--- config.mk ---
export PLATFORM = sky130hd
export DESIGN_NAME = i2cmb_wb_sequencer
export DESIGN_NICKNAME = d
export VERILOG_FILES = /design/src/rtl/i2cmb_seq_pkg.sv /design/src/rtl/i2cmb_wb_master_port.sv /design/src/rtl/i2cmb_wb_sequencer.sv
export SDC_FILE = /design/constraint.sdc
export NUM_CORES = 1
export LEC_CHECK = 0
export ABC_AREA = 1
export BUFFER_PORTS_ARGS = -buffer_cell sky130_fd_sc_hd__buf_2
export CAP_MARGIN = 20
export CORE_MARGIN = 2
export CORE_UTILIZATION = 40
export CTS_CLUSTER_DIAMETER = 100
export DETAILED_ROUTE_END_ITERATION = 12
export PLACE_DENSITY_LB_ADDON = 0.25
export SYNTH_ARGS = -nofsm -noshare
export SYNTH_HDL_FRONTEND = slang
export SYNTH_SLANG_ARGS = --single-unit
export TNS_END_PERCENT = 30
--- constraint.sdc ---
create_clock -name clk_i -period 1.7 [get_ports clk_i]
set_input_delay 0.085 -clock clk_i [delete_from_list [all_inputs] [get_ports clk_i]]
set_output_delay 0.085 -clock clk_i [all_outputs]
set_load 0.01 [all_outputs]
--- src/rtl/i2cmb_seq_pkg.sv ---
// Shared opcode/status encodings, I2CMB register map and CMDR bit layout
// used by the Wishbone command sequencer.
package i2cmb_seq_pkg;

   typedef enum logic [2:0] {
      OP_WAIT     = 3'd0,
      OP_WRITE    = 3'd1,
      OP_READ_ACK = 3'd2,
      OP_READ_NAK = 3'd3,
      OP_START    = 3'd4,
      OP_STOP     = 3'd5,
      OP_SET_BUS  = 3'd6,
      OP_RSVD     = 3'd7
   } op_e;

   typedef enum logic [2:0] {
      ST_DON     = 3'd0,
      ST_NAK     = 3'd1,
      ST_AL      = 3'd2,
      ST_ERR     = 3'd3,
      ST_TIMEOUT = 3'd4,
      ST_BADOP   = 3'd5
   } status_e;

   typedef enum logic [2:0] {
      S_INIT_CSR, S_IDLE, S_WR_DPR, S_WR_CMDR,
      S_WAIT_IRQ, S_RD_CMDR, S_RD_DPR, S_RSP
   } state_e;

   localparam logic [1:0] ADR_CSR  = 2'd0;
   localparam logic [1:0] ADR_DPR  = 2'd1;
   localparam logic [1:0] ADR_CMDR = 2'd2;
   localparam logic [1:0] ADR_FSMR = 2'd3;

   localparam int CMDR_ERR = 4;
   localparam int CMDR_AL  = 5;
   localparam int CMDR_NAK = 6;
   localparam int CMDR_DON = 7;

   // Error outranks arbitration loss, which outranks NAK; an empty status reads as error.
   function automatic status_e decode_cmdr(input logic [7:0] c);
      if (c[CMDR_ERR])      return ST_ERR;
      else if (c[CMDR_AL])  return ST_AL;
      else if (c[CMDR_NAK]) return ST_NAK;
      else if (c[CMDR_DON]) return ST_DON;
      else                  return ST_ERR;
   endfunction

   function automatic logic op_has_dpr(input op_e op);
      return (op == OP_WAIT) || (op == OP_WRITE) || (op == OP_SET_BUS);
   endfunction

   function automatic logic op_is_read(input op_e op);
      return (op == OP_READ_ACK) || (op == OP_READ_NAK);
   endfunction

endpackage

--- src/rtl/i2cmb_wb_master_port.sv ---
// One Wishbone single-cycle access per request; done pulses one cycle after
// the ack edge, which guarantees an idle bus cycle between back-to-back accesses.
module i2cmb_wb_master_port (
   input  logic       clk_i,
   input  logic       rst_i,
   input  logic       i_req,
   input  logic [1:0] i_addr,
   input  logic       i_we,
   input  logic [7:0] i_wdata,
   output logic       o_done,
   output logic [7:0] o_rdata,
   output logic       o_cyc,
   output logic       o_stb,
   output logic       o_we,
   output logic [1:0] o_adr,
   output logic [7:0] o_dat,
   input  logic [7:0] i_dat,
   input  logic       i_ack
);

   logic       r_cyc;
   logic       r_we;
   logic [1:0] r_adr;
   logic [7:0] r_dat;
   logic       r_done;
   logic [7:0] r_rdata;

   always_ff @(posedge clk_i or posedge rst_i) begin
      if (rst_i) begin
         r_cyc   <= 1'b0;
         r_we    <= 1'b0;
         r_adr   <= 2'd0;
         r_dat   <= 8'd0;
         r_done  <= 1'b0;
         r_rdata <= 8'd0;
      end else begin
         r_done <= 1'b0;
         if (r_cyc) begin
            // ack is only honoured while a cycle is open
            if (i_ack) begin
               r_cyc   <= 1'b0;
               r_we    <= 1'b0;
               r_dat   <= 8'd0;
               r_done  <= 1'b1;
               r_rdata <= i_dat;
            end
         end else if (i_req) begin
            r_cyc <= 1'b1;
            r_adr <= i_addr;
            r_we  <= i_we;
            r_dat <= i_we ? i_wdata : 8'd0;
         end
      end
   end

   assign o_cyc   = r_cyc;
   assign o_stb   = r_cyc;
   assign o_we    = r_we;
   assign o_adr   = r_adr;
   assign o_dat   = r_dat;
   assign o_done  = r_done;
   assign o_rdata = r_rdata;

endmodule

--- src/rtl/i2cmb_wb_sequencer.sv ---
// Turns one command/response transaction into the I2CMB DPR/CMDR Wishbone
// access sequence, waiting on the core interrupt with a bounded timeout.
module i2cmb_wb_sequencer
   import i2cmb_seq_pkg::*;
#(
   parameter int          TIMEOUT_CYCLES = 65535,
   parameter logic [7:0]  CSR_INIT       = 8'hC0
) (
   input  logic       clk_i,
   input  logic       rst_i,
   input  logic       cmd_valid_i,
   output logic       cmd_ready_o,
   input  logic [2:0] cmd_op_i,
   input  logic [7:0] cmd_data_i,
   output logic       rsp_valid_o,
   input  logic       rsp_ready_i,
   output logic [2:0] rsp_status_o,
   output logic [7:0] rsp_data_o,
   output logic       cyc_o,
   output logic       stb_o,
   output logic       we_o,
   output logic [1:0] adr_o,
   output logic [7:0] dat_o,
   input  logic [7:0] dat_i,
   input  logic       ack_i,
   input  logic       irq_i
);

   localparam int CNT_W = (TIMEOUT_CYCLES < 1) ? 1 : $clog2(TIMEOUT_CYCLES + 1);
   localparam logic [CNT_W-1:0] CNT_MAX = CNT_W'(TIMEOUT_CYCLES);

   state_e           r_state, w_nxt;
   op_e              r_op, w_op;
   status_e          r_status, w_status;
   logic [7:0]       r_data, w_data;
   logic [7:0]       r_rdata, w_rdata;
   logic [CNT_W-1:0] r_cnt, w_cnt;
   logic             r_init_pend;

   logic             w_req, w_req_we, w_done;
   logic [1:0]       w_req_adr;
   logic [7:0]       w_req_dat, w_bus_rdata;

   always_ff @(posedge clk_i or posedge rst_i) begin
      if (rst_i) begin
         r_state     <= S_INIT_CSR;
         r_op        <= OP_WAIT;
         r_status    <= ST_DON;
         r_data      <= 8'd0;
         r_rdata     <= 8'd0;
         r_cnt       <= '0;
         r_init_pend <= 1'b1;
      end else begin
         r_state     <= w_nxt;
         r_op        <= w_op;
         r_status    <= w_status;
         r_data      <= w_data;
         r_rdata     <= w_rdata;
         r_cnt       <= w_cnt;
         r_init_pend <= 1'b0;
      end
   end

   always_comb begin
      w_nxt    = r_state;
      w_op     = r_op;
      w_status = r_status;
      w_data   = r_data;
      w_rdata  = r_rdata;
      w_cnt    = r_cnt;
      case (r_state)
         S_INIT_CSR: if (w_done) w_nxt = S_IDLE;
         S_IDLE: begin
            if (cmd_valid_i) begin
               w_op     = op_e'(cmd_op_i);
               w_data   = cmd_data_i;
               w_rdata  = 8'd0;
               w_status = ST_DON;
               if (w_op == OP_RSVD) begin
                  w_status = ST_BADOP;
                  w_nxt    = S_RSP;
               end else if (op_has_dpr(w_op)) begin
                  w_nxt = S_WR_DPR;
               end else begin
                  w_nxt = S_WR_CMDR;
               end
            end
         end
         S_WR_DPR: if (w_done) w_nxt = S_WR_CMDR;
         S_WR_CMDR: begin
            if (w_done) begin
               w_nxt = S_WAIT_IRQ;
               w_cnt = '0;
            end
         end
         S_WAIT_IRQ: begin
            // irq wins over a timeout landing in the same cycle
            if (irq_i) begin
               w_nxt = S_RD_CMDR;
            end else if (r_cnt == CNT_MAX) begin
               w_nxt    = S_RSP;
               w_status = ST_TIMEOUT;
            end else begin
               w_cnt = r_cnt + CNT_W'(1);
            end
         end
         S_RD_CMDR: begin
            if (w_done) begin
               w_status = decode_cmdr(w_bus_rdata);
               w_nxt    = (op_is_read(r_op) && w_status == ST_DON) ? S_RD_DPR : S_RSP;
            end
         end
         S_RD_DPR: begin
            if (w_done) begin
               w_rdata = w_bus_rdata;
               w_nxt   = S_RSP;
            end
         end
         S_RSP: if (rsp_ready_i) w_nxt = S_IDLE;
         default: w_nxt = S_INIT_CSR;
      endcase
   end

   // Launch an access on the same edge that enters an access state, so cyc is high on entry.
   always_comb begin
      w_req     = r_init_pend ||
                  ((w_nxt != r_state) && (w_nxt inside {S_WR_DPR, S_WR_CMDR, S_RD_CMDR, S_RD_DPR}));
      w_req_adr = ADR_CSR;
      w_req_we  = 1'b1;
      w_req_dat = CSR_INIT;
      case (w_nxt)
         S_WR_DPR:  begin w_req_adr = ADR_DPR;  w_req_we = 1'b1; w_req_dat = w_data;        end
         S_WR_CMDR: begin w_req_adr = ADR_CMDR; w_req_we = 1'b1; w_req_dat = {5'b0, w_op}; end
         S_RD_CMDR: begin w_req_adr = ADR_CMDR; w_req_we = 1'b0; w_req_dat = 8'd0;          end
         S_RD_DPR:  begin w_req_adr = ADR_DPR;  w_req_we = 1'b0; w_req_dat = 8'd0;          end
         default: ;
      endcase
   end

   i2cmb_wb_master_port u_port (
      .clk_i   (clk_i),
      .rst_i   (rst_i),
      .i_req   (w_req),
      .i_addr  (w_req_adr),
      .i_we    (w_req_we),
      .i_wdata (w_req_dat),
      .o_done  (w_done),
      .o_rdata (w_bus_rdata),
      .o_cyc   (cyc_o),
      .o_stb   (stb_o),
      .o_we    (we_o),
      .o_adr   (adr_o),
      .o_dat   (dat_o),
      .i_dat   (dat_i),
      .i_ack   (ack_i)
   );

   assign cmd_ready_o  = (r_state == S_IDLE);
   assign rsp_valid_o  = (r_state == S_RSP);
   assign rsp_status_o = r_status;
   assign rsp_data_o   = r_rdata;

endmodule

## Word level (Yosys, flattened, before mapping)

Cells that the tools add are included.

| storage, ports and cells | value |
|---|---|
| flip-flop bits (word level) | 63 |
| bits in latches | 0 |
| bits in writable memories | 0 |
| memory bits (read-only) | 0 |
| input bits | 25 |
| output and inout port bits | 26 |
| memories kept | 0 |

| operators by class | value |
|---|---|
| $add $sub $neg | 1 |
| $mul | 0 |
| divide/modulo/power cells | 0 |
| $lt $le $gt $ge | 0 |
| eq/ne operators | 26 |
| shift operators | 0 |
| multiplexer cells | 51 |
| bitwise gates (word level) | 1 |
| reduce and logical (&&, ||, !) cells | 23 |

Operators with widths:

| operator | number |
|---|---|
| $mux W8 | 8 |
| $mux W3 | 19 |
| $mux W16 | 3 |
| $pmux W16 S2 | 1 |
| $pmux W8 S2 | 2 |
| $eq A3 B3 Y1 const B | 8 |
| $pmux W3 S8 | 1 |
| $eq A3 B2 Y1 const B | 6 |
| $add A16 B1 Y16 const B | 1 |
| $eq A16 B16 Y1 const B | 1 |
| $mux W1 | 11 |
| $ne A2 B2 Y1 const B | 5 |
| $logic_not A3 Y1 | 3 |
| $pmux W3 S3 | 1 |
| $mux W2 | 4 |
| $eq A3 B1 Y1 const B | 2 |
| $ne A2 B1 Y1 const B | 3 |
| $reduce_and A2 Y1 | 3 |
| $reduce_bool A2 Y1 | 3 |
| $reduce_or A2 Y1 | 3 |
| $reduce_and A5 Y1 | 1 |
| $logic_or A1 B1 Y1 | 4 |
| $pmux W2 S2 | 1 |
| $reduce_and A4 Y1 | 1 |
| 6 further kinds | 7 |

## Logic depth before layout (Yosys ltp)

Gate-level depths: netlist of the first run.

| logic depth | value |
|---|---|
| depth in word-level cells | 17 |
| depth in mapped cells | 17 |

## Hierarchy

Synthesis of the first run repeated with hierarchy kept, for this count alone.

| second synthesis, totals | value |
|---|---|
| cell total of the unflattened synthesis | 437 |
| area total of the unflattened synthesis | 3,424.5 um^2 |

Modules (own cells, without submodules):

| module | times used | cells each | area an instance (um^2) | seq. area each (um^2) |
|---|---|---|---|---|
| i2cmb_wb_sequencer | 1 | 339 | 2,556.2 | 1,052.3 |
| i2cmb_wb_master_port | 1 | 98 | 868.3 | 525.5 |

## Worst setup path before layout of the first run

OpenSTA, ideal clock, no wires.

| path | value |
|---|---|
| path type | register -> register |
| start point | register r_cnt[0] |
| end point | register u_port.r_dat[1], in the netlist u_port.o_dat[1] |
| arrival | 1,784 ps |
| data required time | 1,583 ps |
| setup slack | -201 ps |
| cell stages (with the launch flop) | 17 |
| cell sequence | dfrtp_1 ha_1 nand2_1 nor2_1 nand2_1 nor2_1 o21ai_0 nand2_1 nand2_2 nand2_1 nand3_1 nand2_1 nand2_4 nand2_4 buf_6 nand3_1 nand2_1 |

| on the way | value |
|---|---|
| cells in the longest elaborated chain, start to end | 10 |

Ends and longest elaborated chain:

| element | RTL line | text |
|---|---|---|
| from (decl) | i2cmb_wb_sequencer.sv:37 | `logic [CNT_W-1:0] r_cnt, w_cnt;` |
| from (signal assigned) | i2cmb_wb_sequencer.sv:59 | `r_cnt <= w_cnt;` |
| $eq A16 B16 Y1 * | i2cmb_wb_sequencer.sv:100 | `end else if (r_cnt == CNT_MAX) begin` |
| $mux W3 * | i2cmb_wb_sequencer.sv:100 |  |
| $mux W3 * | i2cmb_wb_sequencer.sv:98 | `if (irq_i) begin` |
| $pmux W3 S8 * | i2cmb_wb_sequencer.sv:71 | `case (r_state)` |
| $eq A3 B2 Y1 or $eq A3 B3 Y1 (tied branches) | i2cmb_wb_sequencer.sv:127, i2cmb_wb_sequencer.sv:131 |  |
| $reduce_bool A4 Y1 | i2cmb_wb_sequencer.sv:127 | `((w_nxt != r_state) && (w_nxt inside {S_WR_DPR, S_WR_CMDR, S_RD_CMDR, S_RD_DPR}));` |
| $logic_and A1 B1 Y1 | i2cmb_wb_sequencer.sv:127 |  |
| $logic_or A1 B1 Y1 | i2cmb_wb_sequencer.sv:126 | `w_req = r_init_pend \|\|` |
| $reduce_bool A2 Y1 (no source line) | n/a |  |
| $reduce_and A2 Y1 (no source line) | n/a |  |
| to (signal assigned) | i2cmb_wb_master_port.sv:51 | `r_dat <= i_we ? i_wdata : 8'd0;` |
| to (decl) | i2cmb_wb_master_port.sv:24 | `logic [7:0] r_dat;` |

Every way passes the cells marked *; elsewhere a longest branch is shown, timed or not. The select of a mux whose other input is x is not followed.
A chain may end at the register's enable or synchronous reset.

## Worst setup path in the final report of the first run

| path | value |
|---|---|
| start point | register r_state[1] |
| end point | register u_port.r_dat[4], in the netlist u_port.o_dat[4] |

RTL lines:

| element | RTL line | text |
|---|---|---|
| from (decl) | i2cmb_wb_sequencer.sv:32 | `state_e r_state, w_nxt;` |
| from (signal assigned) | i2cmb_wb_sequencer.sv:54 | `r_state <= w_nxt;` |
| $eq A3 B3 Y1, or another cell as far along | i2cmb_wb_sequencer.sv:71 |  |
| $pmux W3 S8 * | i2cmb_wb_sequencer.sv:71 |  |
| named net w_nxt[2] | i2cmb_wb_sequencer.sv:32 |  |
| $eq A3 B2 Y1 or $eq A3 B3 Y1 (tied branches) | i2cmb_wb_sequencer.sv:127, i2cmb_wb_sequencer.sv:131 |  |
| $reduce_bool A4 Y1 | i2cmb_wb_sequencer.sv:127 |  |
| $logic_and A1 B1 Y1 | i2cmb_wb_sequencer.sv:127 |  |
| $logic_or A1 B1 Y1 | i2cmb_wb_sequencer.sv:126 |  |
| $reduce_bool A2 Y1 (no source line) | n/a |  |
| $reduce_and A2 Y1 (no source line) | n/a |  |

The timed path passes the listed nets; every way through them passes the cells marked *. The select of a mux whose other input is x is not followed.

==> reports/qor.csv, run 1 <==
stage,metric,value,unit
setup_path,critPathSlowestCell,dfrtp_2,
synthesis,synth_edf_count,0,
setup_path,cp-end-kind,flip-flop,
timing,rsz0062_at_grt,yes,
setup_path,cpPeakStageDelay,0.46,ns
die,pin_count,51,
clock_network,cts.clk_slew.worst_paths,0.07,ns
synthesis,netlist_area,0.00311,sq mm
timing,fin_crit_sh,114,%
timing,finalCriticalPeriod,1.94,ns
clock_network,cts_sinks,63,
clock_network,cts_buffer_depth,2,
die,coreArea,0.00765,sq mm
power,peakVddDrop,1.20,mV
timing,slew_viol_final,0,
synthesis,synthesis.nets,419,
power,powerDensity,1620,mW/mm^2
placement,gp_routability_congestion,0.922,
clock_network,root_buffer,clkbuf_8,
global_routing,overflow,0,
cells_and_area,drive_gt1_share,39.0,%
synthesis,synth_top_cell_area_share,49.9,%
timing,layout_setup_ws,-0.240,ns
route,postRouteAntennaNets,0,
route,vias,3042,
cells_and_area,utilization,60.5,%
setup_path,worst-endpoint-required,1.98,ns
die,rows,32,
cells_and_area,design_area,0.00463,sq mm
global_routing,grt_max_degree,39,
route,drt-vias-per-instance,4.71,
setup_path,setup.worst_path.start_class,flip-flop,
global_routing,grt_pass1_wl,13500,microns
status,outcome,"finished, violations left",
route,first_iter_violations,155,
synthesis,ys_top_cells_by_area,"dfrtp_1, nand2_1, nand3_1",
worst_hold_path,min_path_type,in2reg,
synthesis,syn_inst,393,
cells_and_area,n_antenna_cell,0,
setup_path,reg2reg_depth,15,
setup_path,path_class,reg2reg,
cells_and_area,synthToLayoutAreaGrowth,48.7,%
worst_hold_path,min_path_cells,3,
setup_path,reg2reg_to,u_port.o_dat[4],
setup_path,r2r_start,r_state[1],
synthesis,ys_seq_area_share,50.7,%
global_routing,grt_pass1_vias,2964,
cells_and_area,layout.nets,565,
clock_network,cts_tree,done,
status,violations,setup timing,
route,wl_per_cell,12.4,microns
global_routing,grt_usage,20.1,%
synthesis,synth-warning-count,0,
timing,fmax,515,MHz
route,wl,8010,microns
setup_path,crit_family,simple AND/OR/NAND/NOR gates,
clock_network,cts_buffers,9,
job,maxCapViolCount,0,
synthesis,ys_ff_latch,63,
timing,hold_violations,0,
die,fp.dieW,92.2,microns
synthesis,synthFlopType,dfrtp_1,
worst_hold_path,hold_path_end,r_op[2],
placement,dpl-instance-area,0.00395,sq mm
synthesis,synth-async-reset-ratio,100,%
setup_path,path_max_fanout,5,
global_routing,antenna_found_initial,0,
die,start_util,40.7,%
clock_network,htreeDepth,3,
placement,portBuffers,50,
setup_path,cp_cell_sequence,inv_4 -> nand2_4 -> buf_6 -> nor3_4 -> nand2_2 -> nand3_4 -> inv_4 -> nor2_4 -> nand3_2 -> nand3_2 -> nand2_2 -> nand2_4 -> buf_6 -> nand4_1 -> nand2_1,
setup_path,worstPathArrival,2.22,ns
synthesis,syn_area_per_cell,7.92,sq um
power,p_leak,2.42,nW
die,die_area,0.00850,sq mm
synthesis,yosysMostFrequentCell,nand2_1,
timing,finClkSkew,0.00842,ns
setup_path,r2r_slack,-0.24,ns
synthesis,ys_types,34,
clock_network,worstSkewPairLatency,0.34,ns
route,dr.pass1.iters,4,
route,drc,0,
placement,dp_hpwl,5540,microns
synthesis,ys_top_cells_by_count,"nand2_1, dfrtp_1, nand3_1, inv_1, nor2_1",
die,die_h,92.2,microns
worst_hold_path,min-delay-start,cmd_op_i[2],
power,finalPower,7.50,mW
timing,setup_violations,26,
synthesis,synth_top_cell_by_area,dfrtp_1,
setup_path,crit_buf_inv,4,
-- logic make-up (layout without fill, tap and decap cells) --
kind of cell               after synthesis  in the layout  share of synthesized area [%]
xor gates and xnor gates                 2              2                          0.563
adders and majority gates                1              1                          0.402
buffers and inverters                   50            200                           6.88
DFF                                     63             63                           50.7
and+or+nand+nor                        230            231                           33.1
other                                    1              1                          0.121
AOI/OAI and AO/OA                       46             46                           8.28
-- stage by stage --
| step | cells | hold slack (ns) | setup slack, ns | setup TNS, ns |
|---|---|---|---|---|
| floorplan | 393 | 0.181 | -0.179 | -2.21 |
| global placement | 601 | 0.132 | -0.394 | -6.53 |
| detailed placement | 601 | 0.132 | -0.383 | -5.87 |
| CTS | 641 | 0.0523 | -0.231 | -3.75 |
| global route | 646 | 0.0804 | -0.374 | -7.43 |
| finish | 646 | 0.0682 | -0.240 | -3.81 |
-- power by group --
part / internal, mW / switching (mW)
Clock: 0.672 / 0.612
Combinational: 1.77 / 2.25
Sequential: 1.94 / 0.262
Total: 4.38 / 3.12
-- registers in the layout, indices dropped and copies added, names as in the netlist, 3 cells and up --
name and count:
rsp_data_o 8, r_data 8, r_cnt 16, r_state 3, u_port.o_dat 8, u_port.o_rdata 8, r_op 3, rsp_status_o 3
-- worst register-to-register path: stages (launching register included) --
cell and delay, ns:
dfrtp_2 0.46, inv_4 0.09, nand2_4 0.08, buf_6 0.13, nor3_4 0.13, nand2_2 0.11, nand3_4 0.11, inv_4 0.05
nor2_4 0.10, nand3_2 0.08, nand3_2 0.09, nand2_2 0.06, nand2_4 0.11, buf_6 0.12, nand4_1 0.08, nand2_1 0.09
-- metal layers --
layer,GRT usage (%),vias to the layer above,share of wire [%]
li1,-,1560,-
met1,27.3,1413,47
met2,32.0,57,48
met3,3.62,12,3.6
met4,8.21,0,1.8
met5,0,-,0
-- layout make-up --
| cell class | instances | area (sq um) |
|---|---|---|
| inverter | 41 | 161 |
| fill | 687 | 3020 |
| multi-input combinational | 281 | 1540 |
| clock buffer | 10 | 128 |
| tap | 102 | 128 |
| clock inverter | 6 | 61.3 |
| timing repair buffer | 143 | 1030 |
| sequential | 63 | 1580 |
-- placed cells by master (no fill, tap or decap), drive strengths merged, types with 2 or more instances in the layout --
cell type / synthesis / layout
nand2: 132 / 133
buf: 5 / 125
dfrtp: 62 / 62
nand3: 45 / 45
nor2: 43 / 43
inv: 41 / 41
o21ai: 24 / 24
dlygate4sd3: 0 / 18
a21oi: 11 / 11
clkbuf: 4 / 10
nor3: 5 / 5
nand4: 4 / 4
a31oi: 4 / 4
clkinv: 0 / 4
a22oi: 3 / 3
xor2: 2 / 2
-- repair_timing --
action,4_1_cts,5_1_grt
endpoints found under the setup margin,26,32
pin swaps,18,13
hold buffers,18,0
endpoints found under the hold margin,35,0
buffers inserted,5,5
gates resized for setup,30,42
gates cloned,1,0
-- how the worst max path moves through the flow --
stage / start / to / slack, ns / cells past startpoint
2_1_floorplan: r_state[1] / u_port.o_dat[1] / -0.18 / 15
5_1_grt: r_state[1] / r_cnt[14] / -0.37 / 14
3_5_place_dp: r_state[0] / u_port.o_dat[0] / -0.38 / 13
6_report: r_state[1] / u_port.o_dat[4] / -0.24 / 15
3_3_place_gp: r_state[0] / u_port.o_dat[0] / -0.39 / 14
4_1_cts: r_cnt[0] / u_port.o_dat[6] / -0.23 / 16
No activity file was read; power rests on OpenSTA's default activity.
==> run 2, diff against run 1 <==
==> constraint.sdc (replaced) <==
create_clock -name clk_i -period 1.7 [get_ports clk_i]
set_input_delay 0.34 -clock clk_i [delete_from_list [all_inputs] [get_ports clk_i]]
set_output_delay 0.34 -clock clk_i [all_outputs]
set_load 0.01 [all_outputs]
==> run 2 against run 1 <==
Net effect: the run still ends with setup timing left; clock skew grew 0.00053 ns; combinational power increased by 1%; utilization decreased by 2.3 points; fmax decreased by 4.2%; first-iteration DRC count is 10% lower; largest power group unchanged.
==> reports/qor.csv, run 2 (synthesis gave the netlist of run 1 again) <==
stage,metric,value,unit
global_routing,grt_usage,19.2,%
setup_path,reg2reg_to,u_port.o_dat[2],
global_routing,grt_pass1_vias,3031,
clock_network,cts_buffers,9,
timing,finClkSkew,0.00894,ns
route,first_iter_violations,139,
worst_hold_path,min_path_type,in2async,
power,p_leak,2.35,nW
setup_path,r2r_slack,-0.33,ns
cells_and_area,drive_gt1_share,40.3,%
setup_path,path_max_fanout,8,
timing,slew_viol_final,0,
clock_network,cts_buffer_depth,2,
global_routing,overflow,0,
route,dr.pass1.iters,4,
timing,fmax,494,MHz
cells_and_area,utilization,58.2,%
die,start_util,40.7,%
die,rows,32,
cells_and_area,layout_common_cells,"nand2_1, buf_4, dfrtp_1",
placement,portBuffers,50,
timing,slew_headroom,66.1,%
cells_and_area,synthToLayoutAreaGrowth,43.0,%
power,powerDensity,1700,mW/mm^2
clock_network,cts_sinks,63,
die,fp.dieW,92.2,microns
cells_and_area,top_register,r_cnt,
die,die_h,92.2,microns
die,pin_count,51,
placement,dpl-instance-area,0.00398,sq mm
setup_path,path_class,reg2reg,
route,postRouteAntennaNets,0,
die,coreArea,0.00765,sq mm
route,drc,0,
setup_path,startpoint,r_state[0],
cells_and_area,design_area,0.00445,sq mm
clock_network,cts_tree,done,
timing,tns,-4.22,ns
cells_and_area,n_antenna_cell,0,
cells_and_area,layout_commonest_cell,nand2_1,
clock_network,root_buffer,clkbuf_8,
setup_path,worstPathArrival,2.30,ns
die,die_area,0.00850,sq mm
timing,hold_violations,0,
timing,fin_crit_sh,119,%
setup_path,setup.worst_path.start_class,flip-flop,
setup_path,cp_cell_sequence,nor2_2 -> inv_1 -> nor2_2 -> inv_2 -> buf_4 -> o21ai_0 -> a21oi_2 -> nand3_1 -> nand2_2 -> nand2_4 -> nand2_8 -> nand2_4 -> nand2_1 -> nand2_1,
clock_network,htreeDepth,3,
cells_and_area,largest_reg_flops,16,
timing,finalCriticalPeriod,2.03,ns
placement,gp_routability_congestion,0.859,
global_routing,grt_pass1_wl,13100,microns
timing,setup_violations,25,
cells_and_area,fillers,693,
route,wl_per_cell,12.1,microns
timing,layout_setup_ws,-0.326,ns
clock_network,ctsHoldBuffers,0,
power,peakVddDrop,1.17,mV
placement,dp_hpwl,5390,microns
job,maxCapViolCount,0,
setup_path,worst-endpoint-required,1.98,ns
setup_path,reg2reg_depth,14,
global_routing,antenna_found_initial,0,
status,violations,setup timing,
status,outcome,"finished, violations left",
route,wl,7610,microns
setup_path,cpPeakStageDelay,0.49,ns
setup_path,cp-end-kind,flip-flop,
timing,rsz0062_at_grt,yes,
route,vias,2996,
clock_network,worstSkewPairLatency,0.34,ns
global_routing,grt_max_degree,64,
route,drt-vias-per-instance,4.75,
cells_and_area,layout.nets,550,
clock_network,cts.clk_slew.worst_paths,0.07,ns
setup_path,r2r_start,r_state[0],
timing,worst_pin_slew,0.502,ns
setup_path,critPathSlowestCell,dfrtp_2,
-- run 2: worst max-delay path: cells and delay by family (launching register included) --
family | cells | cell delay, ns
simple gates | 9 | 0.87
flops | 1 | 0.49
compound gates | 2 | 0.34
buf+inv | 3 | 0.26
-- run 2: per-layer routing --
layer | vias up | GRT usage [%] | wire length, microns
met3 | 10 | 3.62 | 287
li1 | 1527 | - | -
met1 | 1398 | 25.0 | 3490
met2 | 61 | 31.6 | 3710
met5 | - | 0 | 0
met4 | 0 | 7.59 | 129
-- run 2: area by class of cell --
class	instances	area [sq um]	share of cell area, %
well taps	102	128	2.87
flip-flops and latches	63	1580	35.5
clock buffers	10	128	2.87
clock inverters	6	61.3	1.38
inverters	41	165	3.71
repair buffers	128	860	19.3
multi-input cells	281	1530	34.4
-- run 2: repair_timing --
item / CTS / global route
buffers inserted: 6 / 1
resized for setup: 43 / 29
pin swaps: 13 / 9
cloned: 0 / 1
endpoints found under the setup margin: 30 / 34
-- run 2: stage by stage --
| step | hold WS [ns] | setup slack, ns | instances | power, mW |
|---|---|---|---|---|
| 2_1_floorplan | 0.436 | -0.201 | 393 | 4.12 |
| 3_3_place_gp | 0.457 | -0.347 | 607 | 5.48 |
| 3_5_place_dp | 0.461 | -0.406 | 607 | 5.53 |
| 4_1_cts | 0.0845 | -0.227 | 629 | 7.20 |
| 5_1_grt | 0.113 | -0.469 | 631 | 8.13 |
| 6_report | 0.0820 | -0.326 | 631 | 7.56 |
-- run 2: worst max-delay path by stage --
| stage | depth (start not counted) | slack [ns] | endpoint |
|---|---|---|---|
| after floorplan | 16 | -0.20 | u_port.o_dat[1] |
| after global placement | 15 | -0.35 | u_port.o_dat[0] |
| after detailed placement | 15 | -0.41 | u_port.o_dat[7] |
| after CTS | 15 | -0.23 | u_port.o_dat[1] |
| after global routing | 14 | -0.47 | u_port.o_dat[2] |
| final | 14 | -0.33 | u_port.o_dat[2] |
-- run 2: power breakdown --
part | internal, mW | switching [mW]
Combinational | 1.84 | 2.25
Sequential | 1.94 | 0.276
Clock | 0.672 | 0.590
